==> config.mk <==
export PLATFORM = sky130hd
export DESIGN_NAME = seq_multiplier
export DESIGN_NICKNAME = d
export VERILOG_FILES = /design/src/rtl/seq_multiplier.sv
export SDC_FILE = /design/constraint.sdc
export NUM_CORES = 1
export LEC_CHECK = 0
export CAP_MARGIN = 20
export CORE_ASPECT_RATIO = 1.5
export CORE_MARGIN = 5
export CORE_UTILIZATION = 50
export CTS_CLUSTER_DIAMETER = 150
export DETAILED_ROUTE_END_ITERATION = 10
export PLACE_DENSITY = 0.79
export SLEW_MARGIN = 20
export SYNTH_ARGS = -nofsm -noshare
export SYNTH_HDL_FRONTEND = slang
export SYNTH_SLANG_ARGS = --single-unit
export TNS_END_PERCENT = 50
==> constraint.sdc <==
create_clock -name clk -period 4.2 [get_ports clk]
set_input_delay 0.84 -clock clk [delete_from_list [all_inputs] [get_ports clk]]
set_output_delay 0.84 -clock clk [all_outputs]
set_load 0.02 [all_outputs]
==> src/rtl/seq_multiplier.sv <==
`timescale 1ns/1ps
// Multi-cycle shift-add multiplier for RV32M MUL/MULH/MULHSU/MULHU.
// Iterates on operand magnitudes, then applies the product sign in one fix-up cycle.
module seq_multiplier #(
    parameter int unsigned XLEN = 32
) (
    input  logic            clk,
    input  logic            rst_n,
    input  logic            in_valid,
    output logic            in_ready,
    input  logic [1:0]      op,
    input  logic [XLEN-1:0] rs1,
    input  logic [XLEN-1:0] rs2,
    input  logic            flush,
    output logic            out_valid,
    input  logic            out_ready,
    output logic [XLEN-1:0] result,
    output logic            busy
);

    localparam int unsigned CW = $clog2(XLEN);

    typedef enum logic [1:0] {StIdle, StCalc, StFix, StDone} state_e;

    state_e            state_q, state_d;
    logic [XLEN-1:0]   acc_q, acc_d;
    logic [XLEN-1:0]   mplier_q, mplier_d;
    logic [XLEN-1:0]   mcand_q, mcand_d;
    logic [XLEN-1:0]   result_q, result_d;
    logic [CW-1:0]     count_q, count_d;
    logic              neg_q, neg_d;
    logic [1:0]        op_q, op_d;

    logic              a_neg, b_neg;
    logic [XLEN:0]     sum;
    logic [2*XLEN-1:0] prod;

    always_comb begin
        a_neg    = ((op == 2'b01) || (op == 2'b10)) && rs1[XLEN-1];
        b_neg    = (op == 2'b01) && rs2[XLEN-1];
        // Carry-out of the adder lands in sum[XLEN] and shifts into the accumulator MSB.
        sum      = {1'b0, acc_q} + (mplier_q[0] ? {1'b0, mcand_q} : '0);
        prod     = {acc_q, mplier_q};
        if (neg_q) begin
            prod = -prod;
        end

        state_d  = state_q;
        acc_d    = acc_q;
        mplier_d = mplier_q;
        mcand_d  = mcand_q;
        result_d = result_q;
        count_d  = count_q;
        neg_d    = neg_q;
        op_d     = op_q;

        unique case (state_q)
            StIdle: begin
                if (in_valid && !flush) begin
                    op_d     = op;
                    mcand_d  = a_neg ? -rs1 : rs1;
                    mplier_d = b_neg ? -rs2 : rs2;
                    neg_d    = a_neg ^ b_neg;
                    acc_d    = '0;
                    count_d  = '0;
                    state_d  = StCalc;
                end
            end
            StCalc: begin
                acc_d    = sum[XLEN:1];
                mplier_d = {sum[0], mplier_q[XLEN-1:1]};
                count_d  = count_q + 1'b1;
                if (count_q == CW'(XLEN - 1)) begin
                    state_d = StFix;
                end
            end
            StFix: begin
                if (!flush) begin
                    result_d = (op_q == 2'b00) ? prod[XLEN-1:0] : prod[2*XLEN-1:XLEN];
                end
                state_d = StDone;
            end
            StDone: begin
                if (out_ready) begin
                    state_d = StIdle;
                end
            end
        endcase

        if (flush) begin
            state_d = StIdle;
        end
    end

    always_ff @(posedge clk or negedge rst_n) begin
        if (!rst_n) begin
            state_q  <= StIdle;
            acc_q    <= '0;
            mplier_q <= '0;
            mcand_q  <= '0;
            result_q <= '0;
            count_q  <= '0;
            neg_q    <= 1'b0;
            op_q     <= 2'b00;
        end else begin
            state_q  <= state_d;
            acc_q    <= acc_d;
            mplier_q <= mplier_d;
            mcand_q  <= mcand_d;
            result_q <= result_d;
            count_q  <= count_d;
            neg_q    <= neg_d;
            op_q     <= op_d;
        end
    end

    assign in_ready  = (state_q == StIdle);
    assign busy      = (state_q != StIdle);
    assign out_valid = (state_q == StDone);
    assign result    = result_q;

endmodule
---- Yosys cells after proc, flatten, opt, wreduce, memory -nomap -nowiden ----
Index checks and enable logic that the tools add are counted.
word-level totals
  register bits ........................... 138
  input port bits ......................... 71
cells by class
  $add $sub $neg .......................... 5
  equality and inequality tests ........... 10
  mux-type cells .......................... 16
  bitwise logic cells ..................... 2
  reduce and logical (&&, ||, !) cells .... 13
operators by type and width
  operator                                                                count
  32-bit two-way mux                                                      6
  32-bit case mux with 2 select lines                                     2
  64-bit two-way mux                                                      1
  32-bit negator                                                          2
  64-bit negator                                                          1
  32-bit by 32-bit adder with 33-bit output                               1
  5-bit case mux with 2 select lines                                      1
  2-bit two-way mux                                                       4
  2-bit case mux with 4 select lines                                      1
  2-bit equality test (second input constant)                             3
  2-bit AND reduction                                                     3
  5-bit by 1-bit adder with 5-bit output (second input constant)          1
  5-bit equality test (second input constant)                             1
  5-bit two-way mux                                                       1
  2-bit by 1-bit equality test with 1-bit output (second input constant)  2
  2-bit zero test                                                         2
  2-bit nonzero test                                                      2
  1-bit logical AND                                                       3
  3-bit by 1-bit != test with 1-bit output (second input constant)        1
  3-bit by 2-bit != test with 1-bit output (second input constant)        1
  3-bit != test (second input constant)                                   1
  3-bit AND reduction                                                     1
  2-bit by 1-bit != test with 1-bit output (second input constant)        1
  1-bit zero test                                                         1
  other kinds (3)                                                         3

---- Longest topological paths before layout ----
Gate-level depths: netlist of the first run.
  word-level depth ........................ 5
  mapped depth ............................ 13

---- Worst setup path before layout of the first run ----
OpenSTA, ideal clock, no wires.
  path type ............................... reg2reg
  from .................................... register mplier_q[0]
  to ...................................... register acc_q[29]
  data arrival time ....................... 3.069 ns
  required time ........................... 4.078 ns
  path slack .............................. 1.010 ns
  cell stages (with the launch flop) ...... 14
  buffers on the path ..................... 2
  clock period less this slack ............ 3.190 ns
  cell sequence ........................... dfrtp_1 clkbuf_1 clkbuf_1 and2_1 ha_1 inv_1 fa_1 nor2b_1 o2111ai_1 a211oi_1 o31ai_1 a2111oi_0 o21ai_0 a32o_1
on the way
  longest elaborated chain between the ends .. 3
RTL lines
  element                                    RTL line  RTL
  from (decl)                                27        logic [XLEN-1:0] mplier_q, mplier_d;
  from (signal assigned)                     108       mplier_q <= mplier_d;
  32-bit two-way mux                         42        sum = {1'b0, acc_q} + (mplier_q[0] ? {1'b0, mcand_q} : '0);
  32-bit by 32-bit adder with 33-bit output  42
  32-bit case mux with 2 select lines        57        unique case (state_q)
  to (signal assigned)                       98        acc_q <= '0;
  to (signal assigned)                       107       acc_q <= acc_d;
  to (decl)                                  26        logic [XLEN-1:0] acc_q, acc_d;
No other way between the ends.
A chain may end at the register's enable or synchronous reset.

---- Worst setup path in the final report of the first run ----
  from .................................... register mplier_q[0]
  to ...................................... register acc_q[26]
Same word-level chain as after synthesis.

==> results_dict.tcl, run 1 <==
set metrics [dict create \
    path_max_fanout 31 \
    reg2reg_slack_ns 0.75 \
    startpoint "mplier_q[0]$_DFFE_PN0P_" \
    drtIter0Drc 848 \
    skew_ns 0.01221 \
    final.min_clock_period_ns 3.448 \
    ys_seq_area_frac 0.3249 \
    cts_root_buf "clkbuf_16" \
    wl_per_cell_um 19.08 \
    ant_nets 0 \
    setup_tns_ns 0 \
    synthToLayoutAreaGrowth_pct 18.37 \
    ctsResizeCount 0 \
    post-route-period-util 0.8210 \
    arrival_ns 3.76 \
    numCtsBuffers 17 \
    rsz0062_at_grt "no" \
    tightest_slew_ns 0.8484 \
    insertion_delay_ns 0.43 \
    fin_nets 1502 \
    antenna_found_initial 0 \
    post-place-cells 1637 \
    synth_area_per_cell_sq_um 8.121 \
    synthArstFlopShare 1.000 \
    vdd_drop_max_mv 0.4007 \
    final_cell_mix "o21ai_0 (161), nand2_1 (160), dfrtp_1 (138)" \
    cts_tree "yes" \
    final_util 0.5997 \
    wl_mm 31.84 \
    relSlewSlack 0.4284 \
    cap_violations 0 \
    fillers 1870 \
    reg2reg_depth 10 \
    antenna_cells 0 \
    io_pins 106 \
    dpl_worst_slack_ns 0.4071 \
    synth_fa_ha_area_frac 0.05132 \
    netlist.area_leader.share 0.3249 \
    muxShareOfSynthArea 0.02460 \
    vias_per_cell 6.214 \
    cts_setup_buffers 0 \
    synth_cells 1309 \
    rr_startpoint "mplier_q[0]$_DFFE_PN0P_" \
    synth_edf_count 0 \
    cts.sinks 138 \
    coreArea_sq_mm 0.02098 \
    grt_pass1_vias 10007 \
    fmax_ghz 0.2900 \
    grt_first_pass_wirelength_mm 50.78 \
    die_y_um 188.6 \
    drv_slew 0 \
    ctsHoldBuffers 0 \
    power_leakage_nw 5.322 \
    p_per_area_mw_per_mm2 672.1 \
    track_usage 0.2586 \
    finalWorstSetupSlack_ns 0.7519 \
    crit_required_ns 4.51 \
    layout_commonest_cell "o21ai_0" \
    drive_gt1_frac 0.06281 \
    drc_errors 0 \
    num_rows 65 \
    synth-seq-cells 138 \
    portBuffers 105 \
    ys_warn_count 0 \
    yosys.area_share.simple 0.2323 \
    synth_top_family_by_area "compound AO/OA/AOI/OAI gates" \
    ys.flop_type "dfrtp_1" \
    finalSetupViolCount 0 \
    gp_congestion 0.9513 \
    whs_ns 0.3824 \
    die_x_um 129.1 \
    synthesis.area_sq_mm 0.01063 \
    cp-start-kind "register" \
    hold_violations 0 \
    clk_pin_slew_ns 0.06 \
    drt-pass1-iter-count 6 \
    synthTopCellsByArea "dfrtp_1 (32%), o21ai_0 (7.6%), xnor2_1 (5.7%)" \
    r2r_end "acc_q[26]$_DFFE_PN0P_" \
    start_util 0.5066 \
    dp_hpwl_mm 23.84 \
    outcome "finished clean" \
    clock_path_buffers 2 \
    ys_types 77 \
    die_area_sq_mm 0.02434 \
    end_kind "register" \
    syn-num-nets 1423 \
    synth_xor_area_frac 0.09310 \
    final_cells 1669 \
    num_vias 10372 \
    critical_path_class "reg2reg" \
    h-tree-depth 4 \
    grt_max_degree 91 \
    hp-class "in2async" \
    synth-compound-area-share 0.2380 \
    yosys.area.top_type "dfrtp_1" \
    grt-ovfl-total 0 \
]
[state kept, by name, indices dropped and copies added (netlist names)]
signal,cells
acc_q,32
mcand_q,32
mplier_q,32
result,32
count_q,5
op_q,2
state_q,2
neg_q,1
[worst max path at each step]
stage,endpoint
3_5_place_dp,mcand_q[29]$_DFFE_PN0P_
3_3_place_gp,mcand_q[29]$_DFFE_PN0P_
4_1_cts,acc_q[26]$_DFFE_PN0P_
2_1_floorplan,acc_q[29]$_DFFE_PN0P_
5_1_grt,acc_q[26]$_DFFE_PN0P_
6_report,acc_q[26]$_DFFE_PN0P_
[metal layers]
layer | vias to the layer above | track usage | routed length (um)
met2 | 393 | 0.4619 | 16520
met5 | - | 0 | 0
li1 | 4917 | - | -
met4 | 0 | 0.1164 | 1414
met1 | 4950 | 0.3046 | 12250
met3 | 112 | 0.03205 | 1656
[power by group]
group          switching (mW)  total (mW)  internal [mW]
sequential              0.718        2.61           1.89
combinational            2.57        4.24           1.67
clock                   0.616        1.61          0.995
total                    3.90        8.46           4.56
[critical path, stage by stage, from the launching register on]
cell and delay (ns):
dfrtp_1 0.45, buf_4 0.25, and2_1 0.18, ha_1 0.38, a211oi_1 0.13, o21ai_0 0.31
o2111ai_1 0.31, a2111oi_0 0.68, o21bai_1 0.19, a21o_1 0.20, a32o_1 0.25
[logic make-up (layout without fill, tap and decap cells)]
| group | Yosys count | after routing |
|---|---|---|
| AOI/OAI and AO/OA | 409 | 409 |
| xor gates and xnor gates | 113 | 113 |
| adders and majority gates | 43 | 43 |
| buffers and inverters | 97 | 189 |
| DFF | 138 | 138 |
| muxes | 26 | 26 |
| and+or+nand+nor | 483 | 483 |
[synthesized netlist by cell type, types with 8 or more instances]
master	n
a211oi_1	13
or3_1	23
a21oi_1	87
o21a_1	9
nand2_1	160
nor4_1	19
dfrtp_1	138
o21ai_0	161
xnor2_1	69
xor2_1	44
o41ai_1	15
nand2b_1	15
a31oi_1	10
a22oi_1	8
and3_1	14
nor3_1	33
inv_1	24
nand3_1	25
ha_1	42
mux2i_1	25
and2_1	36
a21o_1	16
nor2_1	99
nand4_1	12
o31ai_1	24
clkbuf_1	64
[final cells by class]
cell class	count	area, sq um	area share
Tap cell	268	335.3	0.02665
Timing Repair Buffer	132	1267	0.1007
Clock buffer	18	429.2	0.03411
Inverter	25	93.84	0.007458
Multi-Input combinational cell	1074	6808	0.5410
Sequential cell	138	3453	0.2744
Clock inverter	14	196.4	0.01561
[through the flow]
stage	area (sq um)	power [mW]
3_3_place_gp	11960	6.674
2_1_floorplan	10630	5.321
4_1_cts	12580	8.394
5_1_grt	12580	8.989
3_5_place_dp	11960	6.763
6_report	12580	8.457
Power figures use the tool's default switching activity.
==> run 2, diff against run 1 <==
- PLACE_DENSITY: 0.79 -> 0.82
- clock period: 4.2 -> 2.9 ns (I/O delays scaled with it)
==> results_dict.tcl, run 2 (synthesis results as in run 1) <==
set metrics [dict create \
    skew_ns 0.01262 \
    start_util 0.5066 \
    power_leakage_nw 6.325 \
    cap_violations 0 \
    finalWorstSetupSlack_ns -0.1095 \
    cts_root_buf "clkbuf_16" \
    grt-ovfl-total 0 \
    drtIter0Drc 1092 \
    wl_met2_mm 18.87 \
    portBuffers 105 \
    finalSetupViolCount 4 \
    r2r_end "acc_q[29]$_DFFE_PN0P_" \
    drv_slew 0 \
    final_cell_area_sq_mm 0.01450 \
    end_kind "register" \
    violations "negative setup slack" \
    antenna_found_initial 0 \
    dpl-instance-area_sq_mm 0.01338 \
    clk_pin_slew_ns 0.06 \
    reg2reg_slack_ns -0.11 \
    m1WireLength_mm 13.10 \
    h-tree-depth 4 \
    top_layer "met4" \
    fin_nets 1703 \
    reg2reg_depth 12 \
    numCtsBuffers 17 \
    vias_per_cell 6.291 \
    cp-start-kind "register" \
    die_x_um 129.1 \
    gp_congestion 0.9905 \
    critical_path_class "reg2reg" \
    num_vias 11751 \
    coreArea_sq_mm 0.02098 \
    path_max_fanout 4 \
    drt-pass1-iter-count 9 \
    hold_violations 0 \
    p_per_area_mw_per_mm2 942.7 \
    rsz0062_at_grt "yes" \
    wl_met3_mm 2.449 \
    relSlewSlack 0.5462 \
    num_rows 65 \
    die_y_um 188.6 \
    cts.sinks 138 \
    drive_gt1_frac 0.2094 \
    hp-class "in2async" \
    insertion_delay_ns 0.44 \
    synthToLayoutAreaGrowth_pct 36.38 \
    outcome "finished, violations left" \
    io_pins 106 \
    final_cell_mix "buf_4 (219), nand2_1 (159), o21ai_0 (154)" \
    fillers 1645 \
    antenna_cells 0 \
    dp_hpwl_mm 26.95 \
    fmax_ghz 0.3323 \
    tightest_slew_ns 0.6800 \
    grt_pass1_vias 11406 \
    wl_mm 37.58 \
    die_area_sq_mm 0.02434 \
    power_mw 13.67 \
    cts_tree "yes" \
    post-route-period-util 1.038 \
    drc_errors 0 \
    ctsHoldBuffers 0 \
    layout_commonest_cell "buf_4" \
    track_usage 0.2869 \
    wl_per_cell_um 20.12 \
    rr_startpoint "mplier_q[0]$_DFFE_PN0P_" \
    ant_nets 0 \
    grt_max_degree 75 \
    arrival_ns 3.33 \
    crit_required_ns 3.22 \
    clock_path_buffers 2 \
    final.min_clock_period_ns 3.010 \
    grt_first_pass_wirelength_mm 55.83 \
    vdd_drop_max_mv 0.5317 \
]
## run 2: changes by cell type in the layout (fill, tap and decap cells not counted), moves of 5 or more
cell,change
clkinvlp_4,-5
ha_4,+12
a2111oi_0,-5
ha_1,-14
a21oi_1,-5
o21ai_0,-7
o21ai_1,+5
buf_4,+193
## run 2: worst max-delay path, stage by stage, from the launching register on
cell       delay [ns]
dfrtp_2          0.48
and2_4           0.18
ha_4             0.13
inv_2            0.04
fa_2             0.41
nor2b_4          0.16
o2111ai_4        0.18
a211oi_4         0.37
o31ai_4          0.15
a2111oi_4        0.30
buf_4            0.17
o21ai_2          0.06
a32o_1           0.26
## run 2: how the worst max path moves through the flow
| stage | slack, ns | cells past startpoint | endpoint | start |
|---|---|---|---|---|
| 6_report | -0.11 | 12 | acc_q[29]$_DFFE_PN0P_ | mplier_q[0]$_DFFE_PN0P_ |
| 5_1_grt | -0.20 | 12 | acc_q[29]$_DFFE_PN0P_ | mplier_q[0]$_DFFE_PN0P_ |
| 4_1_cts | -0.03 | 13 | acc_q[29]$_DFFE_PN0P_ | mcand_q[0]$_DFFE_PN0P_ |
| 3_5_place_dp | -0.53 | 8 | mcand_q[29]$_DFFE_PN0P_ | rs1[12] |
| 3_3_place_gp | -0.49 | 8 | mcand_q[29]$_DFFE_PN0P_ | rs1[12] |
| 2_1_floorplan | 0.01 | 7 | mcand_q[29]$_DFFE_PN0P_ | rs1[12] |
## run 2: timing repair
| item | in CTS | in global routing |
|---|---|---|
| cloned | 0 | 3 |
| hold endpoints to repair | 0 | 0 |
| buffers inserted | 5 | 11 |
| pin swaps | 4 | 29 |
| setup endpoints to repair | 13 | 24 |
| resized for setup | 12 | 69 |
## run 2: where the power goes
group	switching, mW	total, mW	leakage [nW]	internal, mW
Sequential	0.796	3.54	1.78	2.74
Combinational	4.58	8.10	4.28	3.52
Clock	0.867	2.03	0.263	1.17
## run 2: layout make-up
type	count	area (sq um)	area share
Inverter	25	106.4	0.007336
Sequential cell	138	3455	0.2383
Clock inverter	11	101.3	0.006991
Multi-Input combinational cell	1074	7181	0.4953
Clock buffer	19	432.9	0.02986
Tap cell	268	335.3	0.02313
Timing Repair Buffer	333	2887	0.1991
## run 2: stage by stage
stage	TNS (ns)	utilization	worst slack (ns)	instances	hold WS [ns]
after floorplan	0	-	0.01358	1309	0.2844
after global placement	-2.699	0.6374	-0.4936	1820	0.4538
after detailed placement	-3.876	0.6374	-0.5284	1820	0.4624
after CTS	-0.02806	0.6664	-0.02806	1855	0.1604
after global routing	-0.8289	0.6909	-0.2000	1868	0.1893
final	-0.1624	0.6909	-0.1095	1868	0.1347
## run 2: routing by layer
metal  vias up  GRT usage
li1       5322          -
met4         0     0.1880
met2       657     0.5134
met5         -          0
met3       238    0.04112
met1      5534     0.3073
==> run 3, diff against run 2 <==
--- a/constraint.sdc
+++ b/constraint.sdc
@@ -3,2 +3,2 @@
 set_output_delay 0.58 -clock clk [all_outputs]
-set_load 0.02 [all_outputs]
+set_load 0.01 [all_outputs]
==> results of run 3 <==
The final DEF is identical to that of run 2. Status: finished, violations left: negative setup slack.
Among the figures that moved: total power 13.67 mW -> 13.49 mW; worst IR drop on VDD 0.5317 mV -> 0.5313 mV
